==> src/rtl/fetch_pkg.sv <==
// fetch_pkg
//   Shared definitions for the instruction-fetch / prefetch slice.
//   - FETCH_XLEN        : default datapath width
//   - PC_INC            : sequential fetch stride in bytes
//   - DEFAULT_RESET_PC  : default PC loaded on reset
//   - fetch_entry_t     : one prefetch queue entry {pc, instr} at default width
package fetch_pkg;
  localparam int unsigned FETCH_XLEN = 32;
  localparam int unsigned PC_INC = 4;
  localparam logic [FETCH_XLEN-1:0] DEFAULT_RESET_PC = '0;

  typedef struct packed {
    logic [FETCH_XLEN-1:0] pc;
    logic [FETCH_XLEN-1:0] instr;
  } fetch_entry_t;
endpackage

==> src/rtl/fetch_fifo.sv <==
// fetch_fifo
//   Synchronous circular FIFO holding prefetched entries.
//   Ports:
//     clk, reset   : clock, synchronous active-high reset
//     push, data   : enqueue request and entry (accepted when not full, or
//                    when full and a pop happens in the same cycle)
//     pop          : dequeue head (ignored when empty)
//     clear        : drop all entries; wins over push and pop
//     count        : current occupancy (0..DEPTH)
//     full, empty  : occupancy flags
//     head         : entry at the read pointer (don't-care when empty)
//   Handshake: an entry moves only on a rising edge where its side's
//   request is high and the queue can honour it; no combinational path
//   from push/pop to full/empty/head.
module fetch_fifo
  import fetch_pkg::*;
#(
  parameter int DEPTH = 4,
  parameter int WIDTH = 64
) (
  input  logic                       clk,
  input  logic                       reset,
  input  logic                       push,
  input  logic                       pop,
  input  logic                       clear,
  input  logic [WIDTH-1:0]           data,
  output logic [$clog2(DEPTH):0]     count,
  output logic                       full,
  output logic                       empty,
  output logic [WIDTH-1:0]           head
);
  localparam int AW = $clog2(DEPTH);
  localparam int CW = AW + 1;

  logic [WIDTH-1:0] mem [DEPTH];
  logic [AW-1:0]    rd_ptr;
  logic [AW-1:0]    wr_ptr;
  logic             do_push;
  logic             do_pop;

  assign empty   = (count == '0);
  assign full    = (count == CW'(DEPTH));
  assign do_pop  = pop && !empty && !clear;
  // A full queue still takes a push when the head leaves in the same cycle.
  assign do_push = push && !clear && (!full || do_pop);
  assign head    = mem[rd_ptr];

  always_ff @(posedge clk) begin
    if (do_push) mem[wr_ptr] <= data;
  end

  always_ff @(posedge clk) begin
    if (reset || clear) begin
      rd_ptr <= '0;
      wr_ptr <= '0;
      count  <= '0;
    end else begin
      // DEPTH is a power of two, so pointers wrap naturally.
      if (do_push) wr_ptr <= wr_ptr + AW'(1);
      if (do_pop)  rd_ptr <= rd_ptr + AW'(1);
      unique case ({do_push, do_pop})
        2'b10:   count <= count + CW'(1);
        2'b01:   count <= count - CW'(1);
        default: count <= count;
      endcase
    end
  end
endmodule

==> src/rtl/fetch_prefetch_unit.sv <==
// fetch_prefetch_unit
//   Instruction-fetch stage: sequential PC generation, prefetch queue of
//   {pc, instr} pairs, valid/ready hand-off to decode, redirect flush.
//   Ports:
//     clk, reset          : clock, synchronous active-high reset
//     fetch_en            : fetch permitted this cycle
//     redirect            : branch/jump; flushes queue, reloads fetch_pc
//     redirect_addr       : target PC (bits [1:0] ignored)
//     imem_addr           : word address into the combinational ROM
//     imem_rdata          : instruction at imem_addr, same cycle
//     out_valid/out_ready : head hand-off; a transfer happens on a rising
//                           edge where both are high; out_valid is a pure
//                           function of queue state, never of out_ready
//     out_instr, out_pc   : head entry (don't-care while out_valid = 0)
//     if_flush            : equals redirect; downstream kills IF/ID
//   Optional feature, macro FETCH_STATS_EN:
//     stat_fetched        : saturating count of pushes
//     stat_flushed        : saturating count of entries dropped by redirect
module fetch_prefetch_unit
  import fetch_pkg::*;
#(
  parameter int              XLEN     = 32,
  parameter int              IMEM_AW  = 6,
  parameter int              DEPTH    = 4,
  parameter logic [XLEN-1:0] RESET_PC = XLEN'(DEFAULT_RESET_PC)
) (
  input  logic               clk,
  input  logic               reset,
  input  logic               fetch_en,
  input  logic               redirect,
  input  logic [XLEN-1:0]    redirect_addr,
  output logic [IMEM_AW-1:0] imem_addr,
  input  logic [XLEN-1:0]    imem_rdata,
  output logic               out_valid,
  input  logic               out_ready,
  output logic [XLEN-1:0]    out_instr,
  output logic [XLEN-1:0]    out_pc,
  output logic               if_flush
`ifdef FETCH_STATS_EN
  ,
  output logic [31:0]        stat_fetched,
  output logic [31:0]        stat_flushed
`endif
);
  localparam int CW = $clog2(DEPTH) + 1;

  typedef struct packed {
    logic [XLEN-1:0] pc;
    logic [XLEN-1:0] instr;
  } entry_t;

  logic [XLEN-1:0] fetch_pc;
  logic [CW-1:0]   fifo_count;
  logic            fifo_full;
  logic            fifo_empty;
  logic            pop;
  logic            push;
  entry_t          head;
  entry_t          tail;

  assign out_valid = !fifo_empty;
  assign pop       = out_valid && out_ready;
  assign push      = fetch_en && !redirect && (!fifo_full || pop);
  assign tail      = '{pc: fetch_pc, instr: imem_rdata};
  assign if_flush  = redirect;
  assign imem_addr = fetch_pc[IMEM_AW+1:2];
  assign out_pc    = head.pc;
  assign out_instr = head.instr;

  fetch_fifo #(
    .DEPTH (DEPTH),
    .WIDTH ($bits(entry_t))
  ) u_fifo (
    .clk   (clk),
    .reset (reset),
    .push  (push),
    .pop   (pop),
    .clear (redirect),
    .data  (tail),
    .count (fifo_count),
    .full  (fifo_full),
    .empty (fifo_empty),
    .head  (head)
  );

  // Reset beats redirect, redirect beats sequential advance.
  always_ff @(posedge clk) begin
    if (reset)         fetch_pc <= RESET_PC;
    else if (redirect) fetch_pc <= {redirect_addr[XLEN-1:2], 2'b00};
    else if (push)     fetch_pc <= fetch_pc + XLEN'(PC_INC);
  end

  always_ff @(posedge clk) begin
    if (!reset) assert (fifo_full == (fifo_count == CW'(DEPTH)));
  end

`ifdef FETCH_STATS_EN
  logic [32:0] flushed_sum;
  assign flushed_sum = {1'b0, stat_flushed} + 33'(fifo_count);

  always_ff @(posedge clk) begin
    if (reset) begin
      stat_fetched <= '0;
      stat_flushed <= '0;
    end else begin
      if (push && stat_fetched != '1) stat_fetched <= stat_fetched + 32'd1;
      // Entries held at the redirect edge are the ones thrown away.
      if (redirect) stat_flushed <= flushed_sum[32] ? '1 : flushed_sum[31:0];
    end
  end
`endif
endmodule

==> config.mk <==
export PLATFORM = sky130hd
export DESIGN_NAME = fetch_prefetch_unit
export DESIGN_NICKNAME = d
export VERILOG_FILES = /design/src/rtl/fetch_pkg.sv /design/src/rtl/fetch_fifo.sv /design/src/rtl/fetch_prefetch_unit.sv
export SDC_FILE = /design/constraint.sdc
export NUM_CORES = 1
export LEC_CHECK = 0
export BUFFER_PORTS_ARGS = -buffer_cell sky130_fd_sc_hd__buf_4
export CAP_MARGIN = 10
export CORE_MARGIN = 5
export CORE_UTILIZATION = 30
export DETAILED_ROUTE_END_ITERATION = 8
export PLACE_DENSITY_LB_ADDON = 0.25
export SLEW_MARGIN = 15
export SYNTH_ARGS = -nofsm -noshare
export SYNTH_HDL_FRONTEND = slang
export SYNTH_SLANG_ARGS = --single-unit
==> constraint.sdc <==
create_clock -name clk -period 2.7 [get_ports clk]
set_input_delay 0.27 -clock clk [delete_from_list [all_inputs] [get_ports clk]]
set_output_delay 0.27 -clock clk [all_outputs]
set_load 0.05 [all_outputs]
* Word-level counts from Yosys, hierarchy flattened
Memories as Yosys holds them, arrays and structs flattened. A register that Yosys moved wholly into a read port is not among the register bits.
Cells that the tools add are included.
** Storage, ports and cells
- Output and inout port bits :: 72
- Memories kept :: 1
- RAM bits :: 256
- Input port bits :: 69
- Bits in registers :: 39
- Word-level logic and storage cells :: 38
** Memories
- u_fifo.mem :: depth 4, bits a word 64, read ports 1, clocked after Yosys merged registers in 1, write ports 1, RTL line fetch_fifo.sv:35 : logic [WIDTH-1:0] mem [DEPTH];
** Cells by class
- Equal/unequal tests :: 3
- Add/sub/neg operators :: 5
- Muxes and demuxes :: 7
- Reduce and logical (&&, ||, !) cells :: 17
** Operators by type and width (count)
- $mux 32 :: 2
- $add 32x3->32 const B :: 1
- $logic_and 1x1->1 :: 7
- $pmux 3 s2 :: 1
- $add 2x1->2 const B :: 2
- $mux 2 :: 2
- $reduce_bool 2->1 :: 2
- $add 3x1->3 const B :: 1
- $eq 3x3->1 const B :: 1
- $logic_not 1->1 :: 3
- $logic_not 3->1 :: 1
- $logic_or 1x1->1 :: 3
- $sub 3x1->3 const B :: 1
- $eq 2x1->1 const B :: 1
- $eq 2x2->1 const B :: 1
- $mux 1 :: 2
- $reduce_or 2->1 :: 1

* Depth between registers and ports, before layout
Gate-level depths: netlist (run 1).
- Depth in word-level cells :: 9
- Gate-level depth with buffers :: 10
- Mapped depth without buffers :: 10

* Cells and area by module
Synthesis (run 1) repeated with hierarchy kept, for this count alone.
** Unflattened totals
- Cell total of the unflattened synthesis :: 647
- Area, all modules :: 11721.2 µm²
** By module, submodules not included
- fetch_fifo :: seq. area each 7867.5 µm², times used 1, area an instance 9738.1 µm², cells each 393
- fetch_prefetch_unit :: seq. area each 600.6 µm², times used 1, area an instance 1983.2 µm², cells each 254

* Worst setup path before layout (run 1)
No wires, ideal clock.
- Path type :: register -> register
- From :: reg u_fifo.count[0]
- To :: mem u_fifo.mem[0][0], enable pin
- Setup slack :: -0.106 ns
- Stages on the path, launching flop included :: 5
- Period minus slack after synthesis :: 2.806 ns
- Data arrival time :: 2.379 ns
- Data required time :: 2.273 ns
- Setup time :: 0.427 ns
- Buffers on the path :: 0
- Path through :: dfxtp_1 or4b_1 nand2_1 nor2_1 and2_1
** Between the ends
- Longest elaborated chain between the ends :: 9
- Elaborated cells on any way between the ends :: 14
- Those cells by class :: eq/ne: 1; mux: 2; reduce/logical: 11
** RTL lines
- start: declaration :: RTL line fetch_fifo.sv:27 : output logic [$clog2(DEPTH):0] count,
- start signal: assignment :: RTL line fetch_fifo.sv:62 : 2'b10: count <= count + CW'(1);
- start signal: assignment :: RTL line fetch_fifo.sv:63 : 2'b01: count <= count - CW'(1);
- start signal: assignment :: RTL line fetch_fifo.sv:64 : default: count <= count;
- $logic_not 3->1 :: RTL line fetch_fifo.sv:41 : assign empty = (count == '0);
- $logic_not 1->1 :: RTL line fetch_fifo.sv:43, fetch_prefetch_unit.sv:61
- $logic_and 1x1->1 :: RTL line fetch_prefetch_unit.sv:62 : assign pop = out_valid && out_ready;
- $logic_or 1x1->1 / $logic_and 1x1->1 (equally long branches) :: RTL line fetch_prefetch_unit.sv:63, fetch_fifo.sv:43
- $logic_and 1x1->1 (on tied branches) :: RTL line fetch_prefetch_unit.sv:63, fetch_fifo.sv:43
- $logic_and 1x1->1 / $logic_or 1x1->1 (equally long branches) :: RTL line fetch_fifo.sv:45 : assign do_push = push && !clear && (!full || do_pop);
- $logic_and 1x1->1 (*) :: RTL line fetch_fifo.sv:45
- $mux 1 (*) :: RTL line fetch_fifo.sv:49 : if (do_push) mem[wr_ptr] <= data;
- $mux 1 (not written as such) (*) :: RTL line fetch_fifo.sv:49
- end: declaration :: RTL line fetch_fifo.sv:35
Mark *: on every way between the ends. The rest lies on a longest branch, timed or not.

==> results.cfg, run 1 <==
[sta]
endpoints_failing_hold = 0
period_share = 0.935
finalWorstPathRequiredPeriod_ns = 2.52
finalHoldWorstSlack_ns = 0.0235
drv_slew = 0
timing.setup.tns_ns = 0
worst-slew-pin-transition_ns = 0.574
worst_slack_ns = 0.175
final.setup_skew_ns = 0.00762
finalSetupViolations = 0
slew_headroom = 0.617
max_freq_mhz = 396
grt_setup_unrepaired = no

[critical_path]
timing.reg2reg.worst_path_depth = 10
r2r-end = u_fifo.count[2]$_SDFFE_PP0P_
timing.setup.critical_path_class = reg -> out
critical_path.reg2reg.startpoint = u_fifo.count[0]$_SDFFE_PP0P_
cp.required_ns = 2.43
worstSetupStartpointType = register
worst-endpoint-arrival_ns = 2.25
timing.critical_path.to_type = output pin
rrSetupSlack_ns = 0.19
maximum_fanout_along_the_worst_path = 16

[power]
power_mw = 9.76
p_leak_nw = 4.87
vdd_drop_max_v = 0.000439
pwr_density_cell_nw_per_um2 = 685

[worst_hold_path]
hold_start = redirect_addr[24]
min_path_cells = 3
min_delay_worst_endpoint = fetch_pc[24]$_SDFFE_PP0P_
timing.hold.worst.class = in -> reg

[finish]
utilization = 0.390
area_growth_syn_to_layout_pct = 28.8
final_nets = 861
fraction_of_layout_cells_with_a_size_suffix_above_1 = 0.339
final_cells = 1277
design_area_um2 = 14300
nFillCells = 3363
number_of_diodes_added_for_antenna_fixing = 0

[clock_network]
cts_max_level = 1
cts_inserted_buffers = 30
ctsLongestPathBuffers = 3
clock_tree_from_tritoncts = built
worstSkewPairLatency_ns = 0.54
clkSinkCount = 287
ctsResizeCount = 0
clkSlewWorstSetupHoldPaths_ns = 0.06
cts.root.buffer_cell = sky130_fd_sc_hd__clkbuf_16

[placement]
postPlaceCellArea_um2 = 12800
place_congestion = 0.665
post-place-cells = 1173
port_buffer_cells = 136
dpl.hpwl_um = 15100
dpl_worst_slack_ns = 0.220

[route]
via_per_inst = 4.56
wirelength_um = 24600
routedWlPerCell_um = 19.2
drt_pass1_iterations = 4
drt_drc_violations_left = 0
drt_iter0_drc = 236
route.antenna.remaining_nets = 0
detailroute.via_count = 5828

[yosys]
synth_area_per_cell_um2 = 19.0
synth_warnings = 0
syn_inst = 583
synth.yosys.seq_area_share = 0.744
syn_area_um2 = 11100
synth_enable_flop_cells = 248
synth-main-ff-cell = sky130_fd_sc_hd__edfxtp_1
synthDistinctLibCells = 39
post_synthesis_async_set_or_reset_flop_share = 0
ys_seq_elements = 287

[run]
maxCapViolations = 0

[global_routing]
overflow_left_after_global_routing = 0
antenna_found_initial = 0
grt_pass1_wl_um = 37400
largest_net_degree_at_the_start_of_global_routing = 49
gr-usage-all-layers = 0.117
number_of_global_route_vias_before_repair = 6114

[die]
chipWidth_um = 202
core.rowCount = 70
initial_core_util = 0.303
io-pin-count = 141
dieHeight_um = 202
floorplan.core_area_um2 = 36500
floorplan.die_area_um2 = 40800

[run_status]
run_status = completed
-- repair_timing --
item,in CTS,in global routing
buffers inserted,0,0
hold endpoints to repair,144,0
hold buffers,48,0
-- worst max path at each step --
stage                                    to  slack [ns]  depth (start not counted)
6_report                         out_pc[26]        0.18                          3
5_1_grt                          out_pc[27]        0.03                          3
4_1_cts                          out_pc[27]        0.07                          3
3_5_place_dp   u_fifo.count[2]$_SDFFE_PP0P_        0.22                         10
3_3_place_gp   u_fifo.count[2]$_SDFFE_PP0P_        0.24                         11
2_1_floorplan  u_fifo.count[2]$_SDFFE_PP0P_        0.27                         10
-- layer usage --
metal | track usage | part of all wire | wire length [µm]
met5 | 0 | 0 | 0
met4 | 0.0234 | 0.016 | 388
met3 | 0.0244 | 0.052 | 1280
met2 | 0.188 | 0.47 | 11600
met1 | 0.167 | 0.46 | 11300
-- critical path: stages (launching register included) --
cell                      delay (ns)
sky130_fd_sc_hd__dfxtp_4        0.58
sky130_fd_sc_hd__buf_4          0.33
sky130_fd_sc_hd__mux4_2         0.58
sky130_fd_sc_hd__buf_4          0.22
-- cell families after synthesis --
kind of cell    synth area share
other cells             0.000339
mux                        0.128
buf+inv                   0.0208
xor+xnor                  0.0253
simple gates              0.0495
compound gates            0.0236
flops                      0.744
fa+ha+maj                0.00859
-- flip-flops by register name, indices dropped and copies added, names as in the netlist, named ones only --
signal         flops
u_fifo.mem       248
fetch_pc          30
u_fifo.count       3
u_fifo.rd_ptr      2
u_fifo.wr_ptr      2
-- placed cells by master, fill, tap and decap left out, types with 2 or more instances in the layout --
cell,count
sky130_fd_sc_hd__inv_1,13
sky130_fd_sc_hd__and2_1,2
sky130_fd_sc_hd__conb_1,2
sky130_fd_sc_hd__buf_12,9
sky130_fd_sc_hd__buf_4,148
sky130_fd_sc_hd__or3_1,3
sky130_fd_sc_hd__o21bai_1,2
sky130_fd_sc_hd__mux4_2,62
sky130_fd_sc_hd__clkbuf_16,31
sky130_fd_sc_hd__clkinv_1,8
sky130_fd_sc_hd__a211oi_1,19
sky130_fd_sc_hd__clkbuf_1,6
sky130_fd_sc_hd__nand4_1,13
sky130_fd_sc_hd__nor2_1,35
sky130_fd_sc_hd__dfxtp_1,37
sky130_fd_sc_hd__xnor2_1,9
sky130_fd_sc_hd__nand3_1,14
sky130_fd_sc_hd__edfxtp_1,248
sky130_fd_sc_hd__o21a_1,2
sky130_fd_sc_hd__a21oi_1,11
sky130_fd_sc_hd__clkinv_2,5
sky130_fd_sc_hd__o21ai_0,2
sky130_fd_sc_hd__and4_1,2
sky130_fd_sc_hd__xor2_1,23
sky130_fd_sc_hd__bufinv_16,4
sky130_fd_sc_hd__and3_1,5
sky130_fd_sc_hd__and2_4,4
sky130_fd_sc_hd__dfxtp_4,2
sky130_fd_sc_hd__nand2_1,17
sky130_fd_sc_hd__ha_1,6
sky130_fd_sc_hd__dlygate4sd3_1,48
-- power breakdown --
| part | switching [mW] | internal, mW | total [mW] |
|---|---|---|---|
| registers | 0.0791 | 4.92 | 5.00 |
| clock network | 1.63 | 2.47 | 4.10 |
| logic | 0.386 | 0.270 | 0.656 |
| total | 2.10 | 7.66 | 9.76 |
-- area by class of cell --
cell class	instances	area, µm²	area share
inverters	13	48.8	0.00342
multi-input cells	248	2620	0.184
clock inverters	19	191	0.0134
flip-flops and latches	287	8240	0.578
well taps	468	586	0.0411
repair buffers	205	1770	0.124
clock buffers	37	798	0.0560
-- Yosys cell counts, types with 2 or more instances --
master	n	area (µm²)
sky130_fd_sc_hd__a211oi_1	19	143
sky130_fd_sc_hd__a21oi_1	11	55.1
sky130_fd_sc_hd__and2_1	6	37.5
sky130_fd_sc_hd__and3_1	5	31.3
sky130_fd_sc_hd__and4_1	2	17.5
sky130_fd_sc_hd__buf_2	7	35.0
sky130_fd_sc_hd__buf_4	10	75.1
sky130_fd_sc_hd__clkbuf_1	19	71.3
sky130_fd_sc_hd__dfxtp_1	39	781
sky130_fd_sc_hd__edfxtp_1	248	7450
sky130_fd_sc_hd__ha_1	6	75.1
sky130_fd_sc_hd__inv_1	13	48.8
sky130_fd_sc_hd__mux4_2	62	1400
sky130_fd_sc_hd__nand2_1	17	63.8
sky130_fd_sc_hd__nand3_1	14	70.1
sky130_fd_sc_hd__nand4_1	13	81.3
sky130_fd_sc_hd__nor2_1	35	131
sky130_fd_sc_hd__o21a_1	2	15.0
sky130_fd_sc_hd__o21ai_0	2	10.0
sky130_fd_sc_hd__o21bai_1	2	15.0
sky130_fd_sc_hd__or3_1	3	18.8
sky130_fd_sc_hd__xnor2_1	9	78.8
sky130_fd_sc_hd__xor2_1	23	201
(Power assumes the default switching activity.)
==> run 2, diff against run 1 <==
- PLACE_DENSITY: not set -> 0.57
- PLACE_DENSITY_LB_ADDON: 0.25 -> not set
- clock period: 2.7 -> 2.2 ns (I/O delays scaled with it)
==> run 2 against run 1 <==
Effect of this change: the flow now finishes with violations (setup timing); count of clock-buffer cells in the layout increased by 6; register-to-register slack worse by 0.21 ns; flip-flop and latch count stayed put; critical path depth increased by 7; largest cell class unchanged.
==> results.cfg, run 2 (synthesized netlist as in run 1, its figures left out) <==
[placement]
port_buffer_cells = 136
dpl_worst_slack_ns = -0.0682
place_congestion = 0.713
dpl.hpwl_um = 15800
postPlaceCellArea_um2 = 13000

[clock_network]
cts_max_level = 2
cts_inserted_buffers = 34
clkSlewWorstSetupHoldPaths_ns = 0.06
clkSinkCount = 287
worstSkewPairLatency_ns = 0.50
ctsLongestPathBuffers = 3
clock_tree_from_tritoncts = built
cts.root.buffer_cell = sky130_fd_sc_hd__clkbuf_16

[finish]
layout.cells.most_common = sky130_fd_sc_hd__edfxtp_1
largest_register_ffs = 248
design_area_um2 = 14800
biggest_regs = u_fifo.mem (248), fetch_pc (30), u_fifo.count (3)
mostFrequentLayoutCells = 248 x sky130_fd_sc_hd__edfxtp_1, 132 x sky130_fd_sc_hd__buf_4, 62 x sky130_fd_sc_hd__mux4_2
nFillCells = 3320
number_of_diodes_added_for_antenna_fixing = 0
registers.top_by_ff_count = u_fifo.mem
final_nets = 879
fraction_of_layout_cells_with_a_size_suffix_above_1 = 0.378
area_growth_syn_to_layout_pct = 33.5

[sta]
max_freq_mhz = 450
endpoints_failing_hold = 0
slew_headroom = 0.646
drv_slew = 0
finalWorstPathRequiredPeriod_ns = 2.22
period_share = 1.01
worst_slack_ns = -0.0208
grt_setup_unrepaired = yes
final.setup_skew_ns = 0.0161
finalSetupViolations = 1
worst-slew-pin-transition_ns = 0.531

[worst_hold_path]
hold_start = redirect_addr[12]
min_path_cells = 3
min_delay_worst_endpoint = fetch_pc[12]$_SDFFE_PP0P_
timing.hold.worst.class = in -> reg

[critical_path]
cp.required_ns = 2.63
worst-endpoint-arrival_ns = 2.65
r2r-end = u_fifo.count[2]$_SDFFE_PP0P_
critical_path.reg2reg.startpoint = u_fifo.count[1]$_SDFFE_PP0P_
timing.critical_path.to_type = register
timing.reg2reg.worst_path_depth = 10
worstSetupStartpointType = register
timing.setup.critical_path_class = reg -> reg
maximum_fanout_along_the_worst_path = 2
rrSetupSlack_ns = -0.02

[global_routing]
gr-usage-all-layers = 0.120
antenna_found_initial = 0
number_of_global_route_vias_before_repair = 6413
largest_net_degree_at_the_start_of_global_routing = 49
overflow_left_after_global_routing = 0
grt_pass1_wl_um = 38200

[die]
io-pin-count = 141
floorplan.core_area_um2 = 36500
chipWidth_um = 202
dieHeight_um = 202
initial_core_util = 0.303
floorplan.die_area_um2 = 40800
core.rowCount = 70

[route]
drt_iter0_drc = 243
drt_drc_violations_left = 0
routedWlPerCell_um = 19.1
drt_pass1_iterations = 4
route.antenna.remaining_nets = 0
via_per_inst = 4.56
wirelength_um = 24800
detailroute.via_count = 5915

[run_status]
run_status = finished, violations left
violations = setup timing

[run]
maxCapViolations = 0

[power]
pwr_density_cell_nw_per_um2 = 871
p_leak_nw = 5.11
vdd_drop_max_v = 0.000339
==> run 2: cell types whose count changed in the layout (fill, tap and decap cells not counted), sizes merged <==
cell	previous run	this run
clkbuf	37	44
inv	13	14
buf	157	177
bufinv	4	6
clkinv	14	10
dlygate4sd3	48	41
==> run 2: worst max-delay path, stage by stage, from the launching register on <==
cell and delay [ns]:
sky130_fd_sc_hd__dfxtp_2 0.32, sky130_fd_sc_hd__or4b_4 0.53, sky130_fd_sc_hd__nand2_4 0.08, sky130_fd_sc_hd__nor2_2 0.04, sky130_fd_sc_hd__inv_1 0.06, sky130_fd_sc_hd__ha_2 0.18
sky130_fd_sc_hd__inv_2 0.04, sky130_fd_sc_hd__fa_2 0.32, sky130_fd_sc_hd__xor2_1 0.15, sky130_fd_sc_hd__or3_1 0.32, sky130_fd_sc_hd__a21oi_2 0.12
==> run 2: how the worst max path moves through the flow <==
stage	startpoint	endpoint
3_3_place_gp	out_ready	u_fifo.count[2]$_SDFFE_PP0P_
4_1_cts	register	out_pc[4]
3_5_place_dp	out_ready	u_fifo.count[2]$_SDFFE_PP0P_
2_1_floorplan	u_fifo.count[1]$_SDFFE_PP0P_	u_fifo.count[2]$_SDFFE_PP0P_
5_1_grt	u_fifo.count[1]$_SDFFE_PP0P_	u_fifo.count[2]$_SDFFE_PP0P_
6_report	u_fifo.count[1]$_SDFFE_PP0P_	u_fifo.count[2]$_SDFFE_PP0P_
==> run 2: cell type report <==
type	instances	area, µm²	area share
sequential	287	8240	0.558
clock inverter	18	240	0.0163
clock buffer	43	958	0.0649
timing repair buffer	219	2060	0.139
inverter	13	48.8	0.00330
tap	468	586	0.0396
multi-input combinational	248	2650	0.179
==> run 2: repair_timing <==
action,in CTS,in global routing
setup endpoints to repair,42,44
hold buffers,41,0
gates cloned,0,1
gates resized for setup,3,39
buffers inserted,1,0
endpoints found under the hold margin,137,0
==> run 2: metal layers <==
metal | GRT usage | wire (µm)
met5 | 0 | 0
met1 | 0.167 | 11300
met4 | 0.0313 | 466
met2 | 0.191 | 11500
met3 | 0.0281 | 1490
==> run 2: through the flow <==
stage          TNS (ns)  std cells  power (mW)  hold WS [ns]   util
4_1_cts          -0.554       1295        13.0       0.00147  0.400
3_5_place_dp    -0.0682       1192        7.03         0.426  0.355
3_3_place_gp    -0.0680       1192        7.02         0.422  0.355
6_report        -0.0208       1296        12.9        0.0272  0.404
2_1_floorplan   -0.0106        584        6.68         0.319      -
5_1_grt          -0.434       1296        13.4        0.0119  0.404
==> run 2: power breakdown <==
| group | internal (mW) | switching, mW | total [mW] |
|---|---|---|---|
| Combinational | 0.362 | 0.504 | 0.866 |
| Sequential | 6.04 | 0.0773 | 6.12 |
| Clock | 3.79 | 2.10 | 5.89 |
==> run 3, diff against run 2 <==
- CTS_BUF_LIST: not set -> sky130_fd_sc_hd__clkbuf_4
==> run 3 against run 2 <==
Effect of this change: the run still ends with setup timing left; global-route usage increased by 0.76 points; sequential share of layout area decreased by 1.4 points; worst hold slack improved by 0.25 ns; clock skew increased by 0.030 ns; routed wire length increased by 5.7%; setup slack got worse by 0.10 ns; critical endpoint is now out_pc[14]; largest power group unchanged.
==> results.cfg, run 3 (synthesized netlist as in run 1, its figures left out) <==
[run]
maxCapViolations = 0

[sta]
worst-slew-pin-transition_ns = 0.542
final.setup_skew_ns = 0.0458
period_share = 1.06
timing.setup.tns_ns = -5.24
drv_slew = 0
grt_setup_unrepaired = yes
max_freq_mhz = 431
slew_headroom = 0.639
worst_slack_ns = -0.122
finalWorstPathRequiredPeriod_ns = 2.32
finalSetupViolations = 63
endpoints_failing_hold = 0

[critical_path]
cp.required_ns = 1.98
critical_path.reg2reg.startpoint = u_fifo.count[1]$_SDFFE_PP0P_
worst-endpoint-arrival_ns = 2.10
cp_slowest_cell = sky130_fd_sc_hd__mux4_2
r2r-end = u_fifo.count[2]$_SDFFE_PP0P_
worstSetupStartpointType = register
crit_top_cell = sky130_fd_sc_hd__buf_12
timing.setup.critical_path_class = reg -> out
timing.critical_path.to_type = output pin
rrSetupSlack_ns = -0.02
timing.reg2reg.worst_path_depth = 10
crit_chain = buf_12 -> buf_12 -> mux4_2 -> buf_6
cpPeakStageDelay_ns = 0.56
maximum_fanout_along_the_worst_path = 10

[die]
floorplan.core_area_um2 = 36500
chipWidth_um = 202
core.rowCount = 70
initial_core_util = 0.303
floorplan.die_area_um2 = 40800
io-pin-count = 141
dieHeight_um = 202

[route]
drt_drc_violations_left = 0
drt_pass1_iterations = 4
wirelength_um = 26200
via_per_inst = 4.52
routedWlPerCell_um = 18.5
route.antenna.remaining_nets = 0
detailroute.via_count = 6411
drt_iter0_drc = 234

[clock_network]
worstSkewPairLatency_ns = 0.72
ctsLongestPathBuffers = 3
clkSinkCount = 287
cts_max_level = 3
clkSlewWorstSetupHoldPaths_ns = 0.06
cts_inserted_buffers = 80
cts.root.buffer_cell = sky130_fd_sc_hd__clkbuf_4
clock_tree_from_tritoncts = built

[global_routing]
largest_net_degree_at_the_start_of_global_routing = 49
grt_busiest_layer = met2
grt_pass1_wl_um = 40100
overflow_left_after_global_routing = 0
gr-usage-all-layers = 0.127
antenna_found_initial = 1
use_met1 = 0.164
grt_util_met3 = 0.0414
number_of_global_route_vias_before_repair = 7109
groute.layer.met2.usage = 0.201

[worst_hold_path]
min_delay_worst_endpoint = u_fifo.mem[1][27]$_DFFE_PP_
hold_start = imem_rdata[27]
timing.hold.worst.class = in -> reg
min_path_cells = 2

[finish]
area_growth_syn_to_layout_pct = 37.0
utilization = 0.415
biggest_regs = u_fifo.mem (248), fetch_pc (30), u_fifo.count (3)
mostFrequentLayoutCells = 248 x sky130_fd_sc_hd__edfxtp_1, 111 x sky130_fd_sc_hd__clkbuf_4, 103 x sky130_fd_sc_hd__buf_4
fraction_of_layout_cells_with_a_size_suffix_above_1 = 0.410
registers.top_by_ff_count = u_fifo.mem
layout.cells.most_common = sky130_fd_sc_hd__edfxtp_1
largest_register_ffs = 248
final_nets = 969

[power]
vdd_drop_max_v = 0.000271
pwr_density_cell_nw_per_um2 = 769
p_leak_nw = 5.33

[placement]
dpl.hpwl_um = 15800
place_congestion = 0.713
port_buffer_cells = 136

[run_status]
run_status = finished, violations left
violations = setup timing
[run 3: cell count changes in the layout (fill, tap and decap cells not counted), moves of 15 or more]
cell,before,now
sky130_fd_sc_hd__buf_4,132,103
sky130_fd_sc_hd__buf_6,31,61
sky130_fd_sc_hd__clkbuf_16,38,3
sky130_fd_sc_hd__clkbuf_4,0,111
sky130_fd_sc_hd__clkinv_1,5,20
sky130_fd_sc_hd__dlygate4sd3_1,41,79
[run 3: final cells by class]
type | instances | area (µm²)
Timing Repair Buffer | 263 | 2660
Clock inverter | 26 | 133
Inverter | 13 | 48.8
Antenna cell | 1 | 2.50
Sequential cell | 287 | 8240
Clock buffer | 111 | 833
Multi-Input combinational cell | 248 | 2660
Fill cell | 3320 | 21400
Tap cell | 468 | 586
[run 3: worst max-delay path by stage]
| stage | slack (ns) | to | cells after the start |
|---|---|---|---|
| after floorplan | -0.01 | u_fifo.count[2]$_SDFFE_PP0P_ | 10 |
| after global placement | -0.07 | u_fifo.count[2]$_SDFFE_PP0P_ | 11 |
| after detailed placement | -0.07 | u_fifo.count[2]$_SDFFE_PP0P_ | 11 |
| after CTS | -0.26 | out_pc[27] | 3 |
| after global routing | -0.28 | out_pc[14] | 4 |
| final | -0.12 | out_pc[14] | 4 |
[run 3: what timing repair did]
| item | CTS | global route |
|---|---|---|
| resized for setup | 62 | 17 |
| setup buffers | 2 | 3 |
| gates cloned | 1 | 3 |
| setup endpoints to repair | 63 | 66 |
| hold buffers | 80 | 0 |
| hold endpoints to repair | 161 | 0 |
| pin swaps | 0 | 2 |
[run 3: report_power, final]
part | switching (mW) | internal [mW]
Clock | 2.16 | 2.44
Sequential | 0.0766 | 6.04
Combinational | 0.522 | 0.428
Total | 2.75 | 8.90
[run 3: through the flow]
step,instances,setup slack [ns],cell area [µm²],hold WS (ns),power (mW)
after floorplan,584,-0.0106,11100,0.319,6.68
after global placement,1192,-0.0680,13000,0.422,7.02
after detailed placement,1192,-0.0682,13000,0.426,7.03
after CTS,1412,-0.259,15000,0.179,11.9
after global routing,1417,-0.276,15200,0.192,12.3
final,1417,-0.122,15200,0.278,11.7
[run 3: metal layers]
layer | up-vias | part of all wire
met5 | - | 0
met4 | 0 | 0.025
met2 | 182 | 0.47
li1 | 2978 | -
met3 | 56 | 0.059
met1 | 3195 | 0.44
[run 3: critical path: cells and delay by family (launching register included)]
family	cells	cell delay, ns
muxes	1	0.56
buffers and inverters	3	0.48
DFF	1	0.37
